## config.mk

```make
export PLATFORM = sky130hd
export DESIGN_NAME = calc_sequencer
export DESIGN_NICKNAME = d
export VERILOG_FILES = /design/src/rtl/calc_sequencer.sv
export SDC_FILE = /design/constraint.sdc
export NUM_CORES = 1
export LEC_CHECK = 0
export CAP_MARGIN = 15
export CORE_UTILIZATION = 45
export DETAILED_ROUTE_END_ITERATION = 8
export PLACE_DENSITY = 0.83
export SETUP_SLACK_MARGIN = 0.02
export SLEW_MARGIN = 20
export SYNTH_ARGS = -nofsm -noshare
export SYNTH_HDL_FRONTEND = slang
export SYNTH_SLANG_ARGS = --single-unit
```

## constraint.sdc

```tcl
create_clock -name clk -period 1.8 [get_ports clk]
set_clock_uncertainty 0.05 [all_clocks]
set_input_delay 0.36 -clock clk [delete_from_list [all_inputs] [get_ports clk]]
set_output_delay 0.36 -clock clk [all_outputs]
set_load 0.01 [all_outputs]
```

## src/rtl/calc_sequencer.sv

```systemverilog
// Token-driven front end for the 8-bit four-function calculator ALU.
// Holds operands and operation in registers, captures ALU results and hands them downstream.
module calc_sequencer #(
  parameter int WIDTH = 8
) (
  input  logic             clk,
  input  logic             rst_n,
  input  logic             in_valid,
  output logic             in_ready,
  input  logic [1:0]       in_kind,
  input  logic [WIDTH-1:0] in_data,
  output logic [WIDTH-1:0] alu_a,
  output logic [WIDTH-1:0] alu_b,
  output logic [1:0]       alu_op,
  input  logic [WIDTH-1:0] alu_y,
  output logic             res_valid,
  input  logic             res_ready,
  output logic [WIDTH-1:0] res_data,
  output logic             err,
  output logic [2:0]       fsm_state
);

  // Handshakes: a token moves on a rising edge with in_valid & in_ready; a result
  // moves on a rising edge with res_valid & res_ready. Neither side may retract early.
  typedef enum logic [2:0] {
    S_IDLE   = 3'd0,
    S_A      = 3'd1,
    S_OP     = 3'd2,
    S_B      = 3'd3,
    S_RESULT = 3'd4
  } state_t;

  localparam logic [1:0] K_OPERAND  = 2'b00;
  localparam logic [1:0] K_OPERATOR = 2'b01;
  localparam logic [1:0] K_EQUALS   = 2'b10;
  localparam logic [1:0] K_CLEAR    = 2'b11;

  state_t state, state_next;
  logic   accept;
  logic   tok_err;
  logic   load_a, load_b, load_op, capture, clear, chain;

  assign accept = in_valid && (state != S_RESULT);

  always_ff @(posedge clk or negedge rst_n) begin
    if (!rst_n) state <= S_IDLE;
    else        state <= state_next;
  end

  always_comb begin
    state_next = state;
    tok_err    = 1'b0;
    if (state == S_RESULT) begin
      if (res_ready) state_next = S_A;
    end else if (accept) begin
      case (in_kind)
        K_CLEAR:   state_next = S_IDLE;
        K_OPERAND: begin
          if (state == S_IDLE)    state_next = S_A;
          else if (state == S_OP) state_next = S_B;
        end
        K_OPERATOR: begin
          if (state == S_A)                         state_next = S_OP;
          else if (state == S_IDLE || state == S_B) tok_err    = 1'b1;
        end
        default: begin
          if (state == S_B) state_next = S_RESULT;
          else              tok_err    = 1'b1;
        end
      endcase
    end
  end

  always_comb begin
    in_ready  = (state != S_RESULT);
    fsm_state = state;
    load_a    = accept && (in_kind == K_OPERAND) && (state == S_IDLE || state == S_A);
    load_b    = accept && (in_kind == K_OPERAND) && (state == S_OP || state == S_B);
    load_op   = accept && (in_kind == K_OPERATOR) && (state == S_A || state == S_OP);
    capture   = accept && (in_kind == K_EQUALS) && (state == S_B);
    clear     = accept && (in_kind == K_CLEAR);
    chain     = (state == S_RESULT) && res_ready;
  end

  // res_data survives clear so the last answer stays readable downstream.
  always_ff @(posedge clk or negedge rst_n) begin
    if (!rst_n) begin
      alu_a     <= '0;
      alu_b     <= '0;
      alu_op    <= 2'b00;
      res_data  <= '0;
      res_valid <= 1'b0;
      err       <= 1'b0;
    end else begin
      err <= tok_err;
      if (clear) begin
        alu_a  <= '0;
        alu_b  <= '0;
        alu_op <= 2'b00;
      end else begin
        if (load_a)     alu_a <= in_data;
        else if (chain) alu_a <= res_data;
        if (load_b)  alu_b  <= in_data;
        if (load_op) alu_op <= in_data[1:0];
      end
      if (capture) begin
        res_data  <= alu_y;
        res_valid <= 1'b1;
      end else if (chain) begin
        res_valid <= 1'b0;
      end
    end
  end

endmodule

```

==> impl_results.md, run 1 <==
* Hold WC Path Type: input port to asynchronous set/reset pin
* Root Driver: clkbuf_4
* Syn_nets at 156
* Post-synth top cells: dfrtp_1 (31), nor2_1 (14), mux2_2 (11)
* CTS Buf Count at 5
* R2R Path Start: fsm_state[1]
* Slowest cell on crit path: clkdlybuf4s50_1
* Post-Route WL at 3.98 mm
* Multi-input logic area at 698 um2
* Critical Path Max Stage Delay at 550 ps
* Yosys top cell area share at 50.0%
* Leak at 1.07 nW
* Number of distinct library cells after synthesis at 35
* IO Count at 54
* # fillers at 228
* DPL Wire Length at 2.93 mm
* Slew Limit Fails at 0
* Worst Path Class, Setup: flip-flop to primary output
* DR vias/cell at 5.40
* Register area share after synthesis at 50.0%
* Crit path cell chain: clkdlybuf4s50_1
* Gate Count Post-Synth at 134
* Worst-margin pin slew at 392 ps
* Drt drc at 0
* Number of max-cap violations at 0
* Synth Register Bits at 31
* Starting DRT DRC Count at 34
* Largest net degree at the start of global routing at 32
* VDD IR max at 0.000817 V
* Die X at 60.7 um
* Final Hold Fails at 0
* Setup TNS at 0 ps
* Die height at 60.7 um
* Worst path bufs/invs at 1
* CTS tree: built
* Clk_lat worst skew at 330 ps
* Netlist Area Pre-Place at 0.00155 mm2
* Final period util at 95.5%
* Buffers on Ports at 53
* Routability cong. at 0.876
* Most frequent cell after synthesis: dfrtp_1
* Die area at 0.00368 mm2
* Initial antenna violation count at 0
* Reg clk slew, reported paths at 100 ps
* Clock tree buffer depth at 2
* Final ANT Viol Nets at 0
* Critical path arrival at 1310 ps
* Post-synth EDFFs at 0
* # rows at 20
* Hold Slack at 368 ps
* Antenna diode count at 0
* Vias in the first global route at 1434
* RSZ-0062 raised after global routing: false
* Outcome: complete, no violations
* Ys async rst share at 100%
* Top cell family by delay on the critical path: buffers and inverters
* Initial core utilization at 49.2%
* Mean Syn Cell Area at 11.6 um2
* Wirelength per Cell at 15.8 um
* Core Region at 0.00315 mm2
* Synth warn at 0
* PD cells at 1130 mW/mm2
* Largest area contributor in the netlist: dfrtp_1
* Nets at 229
* Post-CTS Hold Fix Bufs at 0
* # clock sinks at 31
* Fin crit period at 1720 ps
* Fmax at 582 MHz
* CP Launch Point: fsm_state[0]
* Gr usage total at 24.8%
* Vias at 1360
* Crit end category: primary output
* CP Launch Type: flip-flop
* Layout cells sized above 1 at 23.6%
* H-tree depth at 2
* CP required at 1390 ps
* Maximum fanout along the worst path at 5
* Pre-antenna DRT Iters at 4
* Gr ovfl total at 0
* Reg area at 779 um2
* First-pass GRT wire length at 6.58 mm
* Top area cells in the synthesized netlist: dfrtp_1 (50%), mux2_2 (8.0%), mux2i_1 (6.5%), a211oi_1 (3.9%), nor2_1 (3.4%)
* Top FF cell, synth: dfrtp_1
* Setup violators final at 0
* Area delta synth->final at 51.4%
* Worst slew margin at 73.8%
* Final Util at 74.4%
==> routing by layer <==
layer	GRT usage (%)	vias to the layer above	wire, um
li1	-	637	-
met1	29.9	665	1660
met2	43.3	52	2060
met3	6.40	6	211
met4	8.12	0	48
met5	0	-	0
==> path summary, 6_finish.rpt <==
check | endpoint | slack (ps) | depth (start not counted)
setup / recovery | fsm_state[0] | 80 | 1
hold / removal | res_valid | 370 | 2
setup reg to reg | fsm_state[1] | 140 | 5
hold reg to reg | res_valid | 430 | 2
max in group asynchronous | fsm_state[0] | 1020 | 2
min in group clk | res_valid | 430 | 2
==> power by group <==
group          switching [W]  internal (W)  leakage (nW)  total [W]
sequential          0.000162      0.000908         0.388    0.00107
combinational       0.000441      0.000673         0.640    0.00111
clock               0.000235      0.000230        0.0386   0.000464
total               0.000837       0.00181          1.07    0.00265
==> timing repair <==
item	4_1_cts	5_1_grt
endpoints found under the setup margin	4	2
gates resized for setup	4	1
pin swaps	1	0
setup buffers	3	0
==> through the flow <==
| step | total power (W) | instance area [um2] | worst slack, ps | cells |
|---|---|---|---|---|
| 4_1_cts | 0.00266 | 2340 | 64.2 | 252 |
| 2_1_floorplan | 0.00155 | 1550 | 254 | 134 |
| 3_5_place_dp | 0.00217 | 2250 | -213 | 241 |
| 6_report | 0.00265 | 2350 | 81.8 | 252 |
| 3_3_place_gp | 0.00214 | 2250 | -192 | 241 |
| 5_1_grt | 0.00280 | 2350 | 22.6 | 252 |
==> layout by cell type (no fill, tap or decap), drive strengths merged, types with 2 or more instances in the layout <==
cell / netlist / final
nand2b: 5 / 5
a21oi: 4 / 4
mux2: 11 / 11
mux2i: 10 / 10
nor2b: 4 / 4
nor3: 2 / 2
a211oi: 8 / 8
nor2: 15 / 15
clkbuf: 0 / 8
buf: 8 / 21
a22o: 6 / 6
clkdlybuf4s50: 0 / 51
nand3: 4 / 4
o21ai: 2 / 2
inv: 5 / 5
dfrtp: 31 / 31
nand2: 4 / 4
==> state kept, by name (all words and copies together) (netlist names) <==
name	flops
res_valid	1
fsm_state	3
res_data	8
alu_op	2
err	1
alu_a	8
alu_b	8
==> layout make-up <==
| class | count | share of cell area, % |
|---|---|---|
| flip-flops and latches | 31 | 33.2 |
| repair buffers | 74 | 31.0 |
| clock buffers | 8 | 2.93 |
| well taps | 44 | 2.35 |
| inverters | 5 | 0.800 |
| multi-input cells | 90 | 29.7 |
==> cells by family (layout without fill, tap and decap cells) <==
family	after synthesis	after routing	synth area share, %
xor gates and xnor gates	1	1	0.565
buffers and inverters	13	87	4.92
and+or+nand+nor	37	37	14.5
AOI/OAI and AO/OA	31	31	15.5
muxes	21	21	14.4
DFF	31	31	50.0
Power figures use the tool's default switching activity.
==> run 2: changes to the inputs <==
- CAP_MARGIN: 15 -> 20
- RECOVER_POWER: not set -> 100
==> run 2 against run 1 <==
  * Hold slack improved by 64 ps
  * Sequential cell count unchanged
  * Via count is 1.3% lower
  * Largest power group is now sequential cells
  * Highest routed layer unchanged
==> impl_results.md, run 2 (synthesized netlist as in run 1, its figures left out) <==
* Starting DRT DRC Count at 40
* Wirelength per Cell at 15.8 um
* Buffers on Ports at 53
* Vias in the first global route at 1434
* Final period util at 97.7%
* Fin crit period at 1760 ps
* RSZ-0062 raised after global routing: false
* Die X at 60.7 um
* Core Region at 0.00315 mm2
* Crit path cell chain: dlygate4sd3_1
* CTS tree: built
* Layout cells sized above 1 at 21.6%
* Setup violators final at 0
* Critical path arrival at 1350 ps
* Initial core utilization at 49.2%
* Clock tree buffer depth at 2
* # clock sinks at 31
* Die area at 0.00368 mm2
* Post-Place Cells at 241
* Leak at 1.09 nW
* DPL Wire Length at 2.93 mm
* Crit end category: primary output
* Worst Path Class, Setup: flip-flop to primary output
* Seq pwr share at 41.0%
* # rows at 20
* H-tree depth at 2
* Worst-margin pin slew at 768 ps
* Root Driver: clkbuf_4
* Nets at 229
* Initial antenna violation count at 0
* Worst path bufs/invs at 1
* Hold WC Path Type: flip-flop to flip-flop
* Maximum fanout along the worst path at 2
* Vias at 1343
* Largest net degree at the start of global routing at 32
* VDD IR max at 0.000814 V
* Slew Limit Fails at 0
* CP required at 1390 ps
* Gr ovfl total at 0
* Clock Power Share at 18.0%
* Die height at 60.7 um
* Slowest cell on crit path: dlygate4sd3_1
* Hold Slack at 432 ps
* Area delta synth->final at 49.4%
* Post-Route WL at 3.98 mm
* Outcome: complete, no violations
* Commonest non-fill, non-tap cell in the layout: clkdlybuf4s50_1
* Cell internal pwr at 0.00176 W
* CTS Buf Count at 5
* Combinational Power Share at 40.9%
* Gr usage total at 24.8%
* Reg clk slew, reported paths at 100 ps
* Final ANT Viol Nets at 0
* P_sw at 0.000818 W
* IO Count at 54
* CP Launch Type: flip-flop
* Biggest regs: alu_a x8, alu_b x8, res_data x8
* Most frequent cells in the layout: clkdlybuf4s50_1 (33), dfrtp_1 (28), dlygate4sd3_1 (18)
* Fin cells at 252
* Number of max-cap violations at 0
* Top cell family by delay on the critical path: buffers and inverters
* First-pass GRT wire length at 6.58 mm
* # fillers at 237
* Final Hold Fails at 0
* Worst slew margin at 48.8%
* Antenna diode count at 0
* Drt drc at 0
* DR vias/cell at 5.33
* Pre-antenna DRT Iters at 4
* Total Power at 0.00258 W
* Critical Path Max Stage Delay at 610 ps
* Routability cong. at 0.876
* Clk_lat worst skew at 330 ps
* Switching portion of total power at 31.7%
* Setup TNS at 0 ps
* PD cells at 1110 mW/mm2
* Fmax at 569 MHz
-- run 2: worst min-delay path: stages, from the launching register on --
cell     delay (ps)
dfrtp_1         350
nand2_1          50
nand2_1          50
-- run 2: area by class of cell --
type,count,area (um2),area share [%]
Sequential cell,31,779,33.7
Inverter,5,18.8,0.810
Clock buffer,8,68.8,2.97
Multi-Input combinational cell,90,673,29.1
Tap cell,44,55.1,2.38
Timing Repair Buffer,74,721,31.1
-- run 2: metrics by stage --
stage / instance area [um2] / util (%) / setup WS (ps)
finish: 2320 / 73.5 / 42.0
detailed placement: 2250 / 71.4 / -213
CTS: 2340 / 74.4 / 64.2
global route: 2320 / 73.5 / 14.7
floorplan: 1550 / - / 254
global placement: 2250 / 71.4 / -192
-- run 2: repair_timing --
action,in CTS,in global routing
resized for setup,4,1
endpoints found under the setup margin,4,2
pin swaps,1,0
setup buffers,3,0
hold buffers,0,0
-- run 2: path summary, 6_finish.rpt --
kind / from / end / slack (ps) / depth (start not counted)
max in group asynchronous: rst_n / fsm_state[0] / 590 / 2
hold reg to reg: res_valid / res_valid / 430 / 2
setup reg to reg: fsm_state[1] / fsm_state[1] / 110 / 5
setup / recovery: alu_a[5] / alu_a[5] / 40 / 1
min in group asynchronous: rst_n / fsm_state[2] / 570 / 2
hold / removal: res_valid / res_valid / 430 / 2
-- run 2: power groups by stage --
stage	Sequential (W)	Combinational [W]	Clock [W]
after floorplan	0.00114	0.000409	0
after global placement	0.00108	0.00107	0
after detailed placement	0.00108	0.00109	0
after CTS	0.00107	0.00112	0.000471
after global routing	0.00109	0.00114	0.000505
final	0.00106	0.00106	0.000465
-- run 2: per-layer routing --
layer / wire (um) / global-route usage (%)
met1: 1650 / 29.9
met4: 48 / 8.12
met2: 2070 / 43.3
met5: 0 / 0
met3: 208 / 6.40
